==> config.mk <==
export PLATFORM = sky130hd
export DESIGN_NAME = i2s_tx_fifo
export DESIGN_NICKNAME = d
export VERILOG_FILES = /design/src/rtl/i2s_tx_fifo.sv
export SDC_FILE = /design/constraint.sdc
export NUM_CORES = 1
export LEC_CHECK = 0
export BUFFER_PORTS_ARGS = -buffer_cell sky130_fd_sc_hd__buf_2
export CORE_MARGIN = 2
export CORE_UTILIZATION = 40
export CTS_CLUSTER_DIAMETER = 100
export DETAILED_ROUTE_END_ITERATION = 6
export PLACE_DENSITY_LB_ADDON = 0.2
export SLEW_MARGIN = 20
export SYNTH_ARGS = -nofsm -noshare
export SYNTH_HDL_FRONTEND = slang
export SYNTH_SLANG_ARGS = --single-unit
==> constraint.sdc <==
create_clock -name pclk -period 5.18 [get_ports pclk]
set_input_delay 1.554 -clock pclk [delete_from_list [all_inputs] [get_ports pclk]]
set_output_delay 1.554 -clock pclk [all_outputs]
set_load 0.05 [all_outputs]
==> src/rtl/i2s_tx_fifo.sv <==
`default_nettype none
// ============================================================================
//  Module      : i2s_tx_fifo
//  Description : Synchronous transmit FIFO between the APB register block and
//                the I2S serializer. The register block pushes one Tx word per
//                single-cycle write strobe; the serializer pops one word per
//                audio channel slot. Status flags feed the register block's
//                flag word.
//
//  Ports
//    pclk          in   1        clock, all logic on rising edge
//    preset        in   1        asynchronous active-low reset
//    clr           in   1        synchronous flush (highest priority)
//    wr_en         in   1        push strobe
//    wr_data       in   DW       push data
//    rd_en         in   1        pop request
//    rd_data       out  DW       popped word, registered (1-cycle latency)
//    full          out  1        level == DEPTH
//    empty         out  1        level == 0
//    almost_full   out  1        level >= AF_THRESH
//    almost_empty  out  1        level <= AE_THRESH
//    level         out  LW       occupancy 0..DEPTH
//    overflow      out  1        sticky: push dropped while full
//    underflow     out  1        sticky: pop requested while empty
//    err_clr       in   1        synchronous clear of overflow/underflow
//
//  Revision    : 1.0  initial release
// ============================================================================
module i2s_tx_fifo #(
    parameter int DW        = 32,
    parameter int DEPTH     = 8,
    parameter int AF_THRESH = 6,
    parameter int AE_THRESH = 2
) (
    input  logic                       pclk,
    input  logic                       preset,
    input  logic                       clr,
    input  logic                       wr_en,
    input  logic [DW-1:0]              wr_data,
    input  logic                       rd_en,
    output logic [DW-1:0]              rd_data,
    output logic                       full,
    output logic                       empty,
    output logic                       almost_full,
    output logic                       almost_empty,
    output logic [$clog2(DEPTH):0]     level,
    output logic                       overflow,
    output logic                       underflow,
    input  logic                       err_clr
);

    localparam int AW = $clog2(DEPTH);
    localparam int LW = AW + 1;

    localparam logic [LW-1:0] c_depth     = LW'(DEPTH);
    localparam logic [LW-1:0] c_af_thresh = LW'(AF_THRESH);
    localparam logic [LW-1:0] c_ae_thresh = LW'(AE_THRESH);

    // ------------------------------------------------------------------------
    // Storage and state
    // ------------------------------------------------------------------------
    logic [DW-1:0] r_mem [DEPTH];
    logic [AW-1:0] r_wr_ptr;
    logic [AW-1:0] r_rd_ptr;
    logic [LW-1:0] r_level;
    logic [DW-1:0] r_rd_data;
    logic          r_overflow;
    logic          r_underflow;

    logic          w_full;
    logic          w_empty;
    logic          w_rd_accept;
    logic          w_wr_accept;
    logic          w_ovf_set;
    logic          w_unf_set;

    // ------------------------------------------------------------------------
    // Flag decode. Pointers wrap naturally, so wr_ptr == rd_ptr is ambiguous;
    // the level counter is the only full/empty discriminator.
    // ------------------------------------------------------------------------
    always_comb begin
        w_full  = (r_level == c_depth);
        w_empty = (r_level == '0);
    end

    // A push into a full FIFO is still accepted when a pop frees the head slot
    // on the same edge. When full, wr_ptr == rd_ptr, and the non-blocking read
    // of r_mem returns the old head before the new word lands there.
    always_comb begin
        w_rd_accept = rd_en && !w_empty;
        w_wr_accept = wr_en && (!w_full || w_rd_accept);
        w_ovf_set   = wr_en && !w_wr_accept;
        w_unf_set   = rd_en && w_empty;
    end

    // ------------------------------------------------------------------------
    // Memory array: deliberately not reset; only slots between the pointers
    // are ever observed.
    // ------------------------------------------------------------------------
    always_ff @(posedge pclk) begin
        if (w_wr_accept && !clr) begin
            r_mem[r_wr_ptr] <= wr_data;
        end
    end

    // ------------------------------------------------------------------------
    // Pointers, level and read data
    // ------------------------------------------------------------------------
    always_ff @(posedge pclk or negedge preset) begin
        if (!preset) begin
            r_wr_ptr  <= '0;
            r_rd_ptr  <= '0;
            r_level   <= '0;
            r_rd_data <= '0;
        end else if (clr) begin
            // Flush discards any push or pop presented in the same cycle.
            r_wr_ptr  <= '0;
            r_rd_ptr  <= '0;
            r_level   <= '0;
            r_rd_data <= '0;
        end else begin
            if (w_wr_accept) begin
                r_wr_ptr <= r_wr_ptr + AW'(1);
            end
            if (w_rd_accept) begin
                r_rd_data <= r_mem[r_rd_ptr];
                r_rd_ptr  <= r_rd_ptr + AW'(1);
            end
            case ({w_wr_accept, w_rd_accept})
                2'b10:   r_level <= r_level + LW'(1);
                2'b01:   r_level <= r_level - LW'(1);
                default: r_level <= r_level;
            endcase
        end
    end

    // ------------------------------------------------------------------------
    // Sticky error flags. A new error in the same cycle as err_clr wins.
    // ------------------------------------------------------------------------
    always_ff @(posedge pclk or negedge preset) begin
        if (!preset) begin
            r_overflow  <= 1'b0;
            r_underflow <= 1'b0;
        end else if (clr) begin
            r_overflow  <= 1'b0;
            r_underflow <= 1'b0;
        end else begin
            r_overflow  <= w_ovf_set || (r_overflow  && !err_clr);
            r_underflow <= w_unf_set || (r_underflow && !err_clr);
        end
    end

    // ------------------------------------------------------------------------
    // Outputs
    // ------------------------------------------------------------------------
    always_comb begin
        rd_data      = r_rd_data;
        level        = r_level;
        full         = w_full;
        empty        = w_empty;
        almost_full  = (r_level >= c_af_thresh);
        almost_empty = (r_level <= c_ae_thresh);
        overflow     = r_overflow;
        underflow    = r_underflow;
    end

endmodule
`default_nettype wire
After elaboration in Yosys (flattened, before gate mapping) --
Memory sizes are Yosys's and may differ from the RTL's. Index checks and enable logic that the tools add are counted.
Storage, ports and cells: output and inout bits 42, memories kept 1, flip-flop bits (word level) 44, bits in writable memories 256, logic and storage cells 47, input bits 38
Memory list:
- r_mem | depth 8, width 32, rd ports 1, clocked after memory_dff 0, write ports 1, RTL line 62 | logic [DW-1:0] r_mem [DEPTH];
Operators by class: mux-type cells 12, $lt $le $gt $ge 2, $add $sub $neg 4, reduce and logical (&&, ||, !) cells 19, equal/unequal tests 3
Operators with widths (number):
- 2-to-1 mux 32 bit | 2
- 2-to-1 mux 3 bit | 4
- case mux 4 bit (2 select lines) | 1
- logical AND 1 bit | 7
- adder 3 x 1 -> 3 bit, second input constant | 2
- logical NOT 1 bit | 5
- adder 4 x 1 -> 4 bit, second input constant | 1
- equality test 4 bit, second input constant | 1
- greater-or-equal comparator 4 x 3 -> 1 bit, second input constant | 1
- <= comparator 4 x 2 -> 1 bit, second input constant | 1
- logical NOT 4 bit | 1
- 2-to-1 mux 1 bit | 4
- 2-to-1 mux 4 bit | 1
- nonzero test 2 bit | 2
- subtractor 4 x 1 -> 4 bit, second input constant | 1
- logical OR 1 bit | 3
- nonzero test 3 bit | 1
- equality test 2 x 1 -> 1 bit, second input constant | 1
- equality test 2 bit, second input constant | 1

Depth between registers and ports, before layout --
Gate-level depths: netlist of run 1.
depth in word-level cells 9, mapped depth 7, gate-level depth less buffers 7

Worst setup path before layout of run 1 --
OpenSTA, ideal clock, no wires.
path type input -> register, from input port wr_en, to memory r_mem[0][0], enable pin, cell stages on the path 3, library setup time 0.513 ns, setup slack -0.756 ns, arrival 5.424 ns, cell sequence clkbuf_1 -> o21ai_4 -> nor4b_1
On the way: cells in the longest elaborated chain, start to end 4
RTL lines:
- from (decl) | RTL line 38 | input logic wr_en,
- logical AND 1 bit | RTL line 91 | w_wr_accept = wr_en && (!w_full || w_rd_accept);
- logical AND 1 bit | RTL line 101 | if (w_wr_accept && !clr) begin
- 2-to-1 mux 1 bit | RTL line 101
- 2-to-1 mux 1 bit (not written as such) | RTL line 102 | r_mem[r_wr_ptr] <= wr_data;
- to (decl) | RTL line 62
Every way passes these cells.

Worst setup path after layout of run 1 --
from register r_level[0] (netlist: level[0]), to output port full
On the way: cells in the longest elaborated chain, start to end 1
RTL lines:
- from (decl) | RTL line 65 | logic [LW-1:0] r_level;
- from (signal assigned) | RTL line 130 | 2'b10: r_level <= r_level + LW'(1);
- from (signal assigned) | RTL line 131 | 2'b01: r_level <= r_level - LW'(1);
- from (signal assigned) | RTL line 132 | default: r_level <= r_level;
- equality test 4 bit | RTL line 82 | w_full = (r_level == c_depth);
- to (decl) | RTL line 42 | output logic full,
Every way passes these cells.

==> results of run 1 <==
==> critical path, delay by kind of cell, from the launching register on <==
| kind | cells | cell delay [ns] |
|---|---|---|
| simple gates | 1 | 0.65 |
| flops | 1 | 0.49 |
| buf+inv | 2 | 0.38 |
==> flip-flops by register name (all words and copies together), names as in the netlist <==
signal,count
overflow,1
r_rd_ptr,3
underflow,1
r_wr_ptr,3
r_mem,256
level,4
rd_data,32
==> layer usage <==
metal | GRT usage (%) | part of all wire (%)
met5 | 0 | 0.051
met4 | 4.59 | 2.4
met3 | 2.63 | 4.3
met2 | 27.3 | 50
met1 | 21.1 | 43
==> power by group <==
part	switching, uW	internal [uW]	total (uW)
clock	883	1170	2050
combinational	1010	596	1600
sequential	236	2790	3020
total	2130	4560	6680
==> metrics by stage <==
step	total power [uW]	setup slack, ns	instance area (um^2)
2_1_floorplan	4300	0.405	11500
3_3_place_gp	4680	1.60	12300
3_5_place_dp	4700	1.57	12300
4_1_cts	6760	1.55	13300
5_1_grt	6980	1.47	13300
6_report	6680	1.57	13300
==> kinds of logic after synthesis <==
| family | after synthesis | synth area share, % |
|---|---|---|
| adder cells (fa/ha/maj) | 5 | 0.611 |
| AO/OA/AOI/OAI | 46 | 2.86 |
| multiplexers | 70 | 13.1 |
| buffers and inverters | 34 | 1.84 |
| flip-flops | 300 | 76.6 |
| AND/OR/NAND/NOR | 105 | 4.57 |
| XOR/XNOR | 5 | 0.382 |
==> final timing paths <==
path                             startpoint      endpoint  slack, ns  depth (start not counted)
min in group asynchronous            preset   r_wr_ptr[1]       1.14                          2
worst max register to register     level[0]  r_mem[5][10]       2.40                          4
worst min-delay path            rd_data[13]   rd_data[13]       0.55                          2
worst max-delay path               level[0]          full       1.57                          3
max in group asynchronous            preset   r_rd_ptr[0]       3.52                          2
worst min register to register  rd_data[13]   rd_data[13]       0.55                          2
==> Yosys cell counts <==
| master | count | area share, % |
|---|---|---|
| edfxtp_1 | 256 | 67 |
| mux4_2 | 64 | 13 |
| nor2_1 | 49 | 1.6 |
| dfrtp_1 | 44 | 9.6 |
| o22ai_1 | 33 | 1.8 |
| nor3_1 | 30 | 1.3 |
| clkbuf_1 | 11 | 0.36 |
| buf_2 | 7 | 0.31 |
| buf_6 | 7 | 0.69 |
| buf_4 | 6 | 0.39 |
| nand2_1 | 5 | 0.16 |
| nor3_2 | 5 | 0.44 |
| ha_1 | 4 | 0.44 |
| nor2b_1 | 4 | 0.22 |
| inv_1 | 3 | 0.098 |
| mux2i_1 | 3 | 0.26 |
| nand3_1 | 3 | 0.13 |
| xor2_1 | 3 | 0.23 |
| a211oi_1 | 2 | 0.13 |
| a21oi_1 | 2 | 0.087 |
| mux2_1 | 2 | 0.20 |
| o211ai_1 | 2 | 0.13 |
| xnor2_1 | 2 | 0.15 |
| a21o_1 | 1 | 0.065 |
| a21o_2 | 1 | 0.076 |
| a31oi_4 | 1 | 0.19 |
| fa_1 | 1 | 0.17 |
| mux2_2 | 1 | 0.098 |
| nand2_4 | 1 | 0.098 |
| nand2b_1 | 1 | 0.055 |
| nand2b_4 | 1 | 0.12 |
| nand3b_1 | 1 | 0.065 |
| nor3b_1 | 1 | 0.065 |
| nor4_1 | 1 | 0.055 |
| nor4b_1 | 1 | 0.076 |
| o21a_1 | 1 | 0.065 |
| o21ai_4 | 1 | 0.14 |
| o311ai_0 | 1 | 0.076 |
| o41a_1 | 1 | 0.098 |
| or3_1 | 1 | 0.055 |
| or4b_4 | 1 | 0.12 |
==> final cells by class <==
class	instances	area (um^2)	share of cell area [%]
Clock buffer	38	822	6.18
Clock inverter	20	125	0.940
Inverter	3	11.3	0.0846
Multi-Input combinational cell	231	2540	19.1
Sequential cell	300	8790	66.1
Tap cell	378	473	3.55
Timing Repair Buffer	96	543	4.08
==> results.txt, run 1 <==
relative slew slack: 34.4%
sequential fraction of the synthesis area: 76.6%
total track usage: 15.9%
final WL: 23700 um
kind of path behind the tightest hold check: flop to flop
Worst path max stage delay: 0.65 ns
setup repair bufs after CTS: 0
via count: 5625
# IOs: 80
clock buffer depth: 3
Syn-to-layout area delta: 16.0%
critical path endpoint category: primary output
slew at the pin with the worst max-slew slack: 0.984 ns
CP max stage cell: or4b_4
Final #Nets: 706
FILL cells: 2385
Crit path required time: 3.63 ns
leakage power: 0.00455 uW
Initial Util: 41.0%
CTS sink cnt: 300
share of layout cells above drive strength 1: 33.4%
post-CTS resize count: 0
post-route ant nets: 0
DRC Markers: 0
Tcrit/Tclk final: 69.7%
Avg WL per Cell: 22.2 um
syn nets: 608
Final Non-Filler Cells: 1066
CP Class: flop to primary output
crit-path cells: or4b_4 -> inv_1 -> buf_2
nature of the critical path startpoint: flop
diode count: 0
Die W: 173 um
Port Buffers: 79
leading cell type in the layout, fill and taps excluded: edfxtp_1
Final min period: 3.61 ns
Cell Rows: 61
Max-Cap Viols: 0
Initial DRC Count: 295
Final Setup Violations: 0
GRT overflow: 0
hpwl dp: 13500 um
outcome: finished, final reports clean
core box area: 0.0280 mm^2
Syn. warnings: 0
DRT Pass-1 Iters: 4
RSZ-0062 raised after global routing: no
initial antenna violation count: 1
fmax: 277 MHz
Worst Skew: 0.0166 ns
latest clock arrival within the worst-skew pair: 0.56 ns
Via density: 5.28
TNS Setup: 0 ns
Post-Place Cells: 1007
PD cells: 502 mW/mm^2
VDD IR-drop max: 0.278 mV
largest net degree at the start of global routing: 47
Max Slew Vio Count: 0
root buffer cell: clkbuf_16
Worst Path Max Fanout: 9
Synth cell types: 41
Layout Utilization: 47.5%
H-Tree Depth: 1
TritonCTS clock tree: yes
vias in the first global route: 6168
mapped cell area: 0.0115 mm^2
CTS clk-pin slew, worst paths: 0.06 ns
Avg Synthesized Cell Area: 20.3 um^2
Hold-fix buffers, CTS: 0
first-pass GRT wire length: 36600 um
Synth Register Bits: 300
Placer Congestion: 0.742
Die Y: 173 um
commonest cells after routing, fill and taps aside: edfxtp_1, buf_2, mux4_2
die area: 0.0300 mm^2
CP arrival: 2.06 ns
Synth Instances: 565
Final Hold Slack: 0.550 ns
Inserted Clock Buffers: 31
final hold viol count: 0
Note: power is estimated with default switching activity, not from simulation.
==> run 2: changes to the inputs <==
==> constraint.sdc (replaced) <==
create_clock -name pclk -period 3.4 [get_ports pclk]
set_input_delay 1.02 -clock pclk [delete_from_list [all_inputs] [get_ports pclk]]
set_output_delay 1.02 -clock pclk [all_outputs]
set_load 0.05 [all_outputs]
==> run 2 against run 1 <==
  * Sequential cell count stayed put
  * Via count is 1.8% higher
  * Sequential share of layout area is 0.63 points lower
  * First-iteration DRC count is 44% higher
  * Count of clock-buffer cells in the layout is 6 higher
  * Total power is 55% higher
  * Highest routed layer is now met4
  * Global-route usage is 0.48 points higher
  * Critical path depth stayed put
  * Combinational power is 59% higher
  * Core utilization is 0.46 points higher
  * Design area is 0.96% higher
  * Cell count is 0.28% higher
==> results.txt, run 2 (synthesis gave the netlist of run 1 again) <==
initial antenna violation count: 1 (unchanged)
kind of path behind the tightest hold check: flop to flop
via count: 5729 (+1.8%)
leakage power: 0.00460 uW (+0.94%)
first-pass GRT wire length: 37400 um (+2.3%)
Cell Rows: 61 (unchanged)
Clock power frac: 31.8% (+1.1 points)
post-CTS resize count: 0 (unchanged)
Initial DRC Count: 424 (+44%)
Max-Cap Viols: 0 (unchanged)
Die Y: 173 um (unchanged)
Crit path required time: 2.38 ns (-1.25 ns)
sw frac: 31.1% (-0.70 points)
TNS Setup: 0 ns (unchanged)
outcome: finished, final reports clean
Final Instance Area: 0.0134 mm^2 (+0.96%)
Most flops, register: r_mem
Final Hold Slack: 0.522 ns (-0.0280 ns)
Final #Nets: 708 (+0.28%)
Port Buffers: 79 (unchanged)
Die W: 173 um (unchanged)
total power: 10400 uW (+55%)
slack of the critical path: 0.336 ns (-1.23 ns)
root buffer cell: clkbuf_16
Worst path max stage delay: 0.65 ns (about the same)
clock buffer depth: 3 (unchanged)
PD cells: 772 mW/mm^2 (+54%)
CP Depth: 3 (unchanged)
Syn-to-layout area delta: 17.1%
R2R Path Start: level[0]
CP delay by family, top: simple AND/OR/NAND/NOR gates
Initial Util: 41.0% (unchanged)
number of flip-flops under the largest register name: 256 (unchanged)
post-route ant nets: 0 (unchanged)
share of layout cells above drive strength 1: 33.7% (+0.24 points)
leading cell type in the layout, fill and taps excluded: edfxtp_1
Max Slew Vio Count: 0 (unchanged)
FF-to-FF path depth: 4 (unchanged)
Placer Congestion: 0.713 (-4.0%)
Final min period: 3.06 ns
DRC Markers: 0 (unchanged)
Seq pwr share: 43.6% (-1.7 points)
die area: 0.0300 mm^2 (unchanged)
vias in the first global route: 6143 (-0.41%)
slew at the pin with the worst max-slew slack: 0.857 ns (-0.127 ns)
hpwl dp: 13700 um (+0.88%)
Inserted Clock Buffers: 30 (-3.2%)
GRT overflow: 0 (unchanged)
Critical Path Start: level[0]
nature of the critical path startpoint: flop
RR Endpoint: r_mem[7][8]
# IOs: 80 (unchanged)
Setup crit end: full
core box area: 0.0280 mm^2 (unchanged)
CP Class: flop to primary output
pre-CTS setup slack: 0.385 ns (-1.18 ns)
final WL: 24500 um (+3.1%)
CP max stage cell: or4b_4
DRT Pass-1 Iters: 4 (unchanged)
Psw: 3230 uW (+52%)
TritonCTS clock tree: yes
Comb power frac: 24.6% (+0.6 points)
setup repair bufs after CTS: 0 (unchanged)
final hold viol count: 0 (unchanged)
Hold-fix buffers, CTS: 0 (unchanged)
crit-path cells: or4b_4 -> inv_1 -> buf_2
Final Setup Violations: 0 (unchanged)
crit path buf inv count: 2 (unchanged)
CTS sink cnt: 300 (unchanged)
Placed Instance Area: 0.0124 mm^2 (+0.75%)
CTS clk-pin slew, worst paths: 0.06 ns (about the same)
VDD IR-drop max: 0.472 mV (+70%)
setup slack, reg-to-reg: 0.75 ns (-1.65 ns)
latest clock arrival within the worst-skew pair: 0.55 ns (about the same)
relative slew slack: 42.6% (+8.2 points)
Int Pwr: 7140 uW (+57%)
Worst Path Max Fanout: 9 (unchanged)
Worst Skew: 0.0127 ns (-0.00387 ns)
H-Tree Depth: 1 (unchanged)
commonest cells after routing, fill and taps aside: edfxtp_1, buf_2, mux4_2
Tcrit/Tclk final: 90.1%
fmax: 326 MHz
CP arrival: 2.04 ns (-0.02 ns)
FILL cells: 2366 (-0.80%)
Via density: 5.36 (+1.6%)
critical path endpoint category: primary output
Avg WL per Cell: 22.9 um (+2.8%)
largest net degree at the start of global routing: 41 (-13%)
RSZ-0062 raised after global routing: no
total track usage: 16.4% (+0.48 points)
run 2: changes by cell type in the layout (fill, tap and decap cells not counted), sizes merged:
cell	delta
clkinv	-10
diode	+2
inv	+1
bufinv	+1
clkbuf	+6
buf	+3
run 2: per-stage QoR:
| step | util [%] | std cells |
|---|---|---|
| after floorplan | - | 565 |
| after global placement | 44.4 | 1011 |
| after detailed placement | 44.4 | 1011 |
| after CTS | 47.9 | 1067 |
| after global routing | 47.9 | 1067 |
| final | 48.0 | 1069 |
run 2: worst min path at each step:
stage | startpoint | to | slack [ns] | cells past startpoint
2_1_floorplan | r_rd_ptr[2] | r_rd_ptr[2] | 0.58 | 2
3_3_place_gp | rd_data[13] | rd_data[13] | 0.51 | 2
3_5_place_dp | rd_data[6] | rd_data[6] | 0.52 | 2
4_1_cts | rd_data[6] | rd_data[6] | 0.53 | 2
5_1_grt | rd_data[12] | rd_data[12] | 0.56 | 2
6_report | rd_data[6] | rd_data[6] | 0.52 | 2
run 2: layer usage:
layer	wire length, um	global-route usage, %	vias to the layer above
met3	1420	2.98	33
li1	-	-	2519
met5	0	0	-
met4	375	4.03	0
met1	10200	21.2	3022
met2	12500	28.9	155
run 2: cell type report:
cell class | instances | area [um^2] | share of cell area, %
flip-flops and latches | 300 | 8790 | 65.4
inverters | 3 | 11.3 | 0.0838
clock inverters | 12 | 120 | 0.894
well taps | 378 | 473 | 3.52
repair buffers | 99 | 608 | 4.53
diodes | 2 | 5.00 | 0.0373
clock buffers | 44 | 885 | 6.58
multi-input cells | 231 | 2540 | 18.9
run 2: worst register-to-register path, stage by stage, from the launching register on:
cell and delay, ns:
dfrtp_1 0.49, or4b_4 0.65, o211ai_1 0.72, nor2_4 0.26, buf_12 0.27
run 2: power groups by stage:
stage	logic (uW)	registers, uW	clock network [uW]
finish	2550	4520	3300
global route	2740	4560	3500
CTS	2590	4530	3360
detailed placement	2580	4610	0
global placement	2560	4600	0
floorplan	1490	5060	0
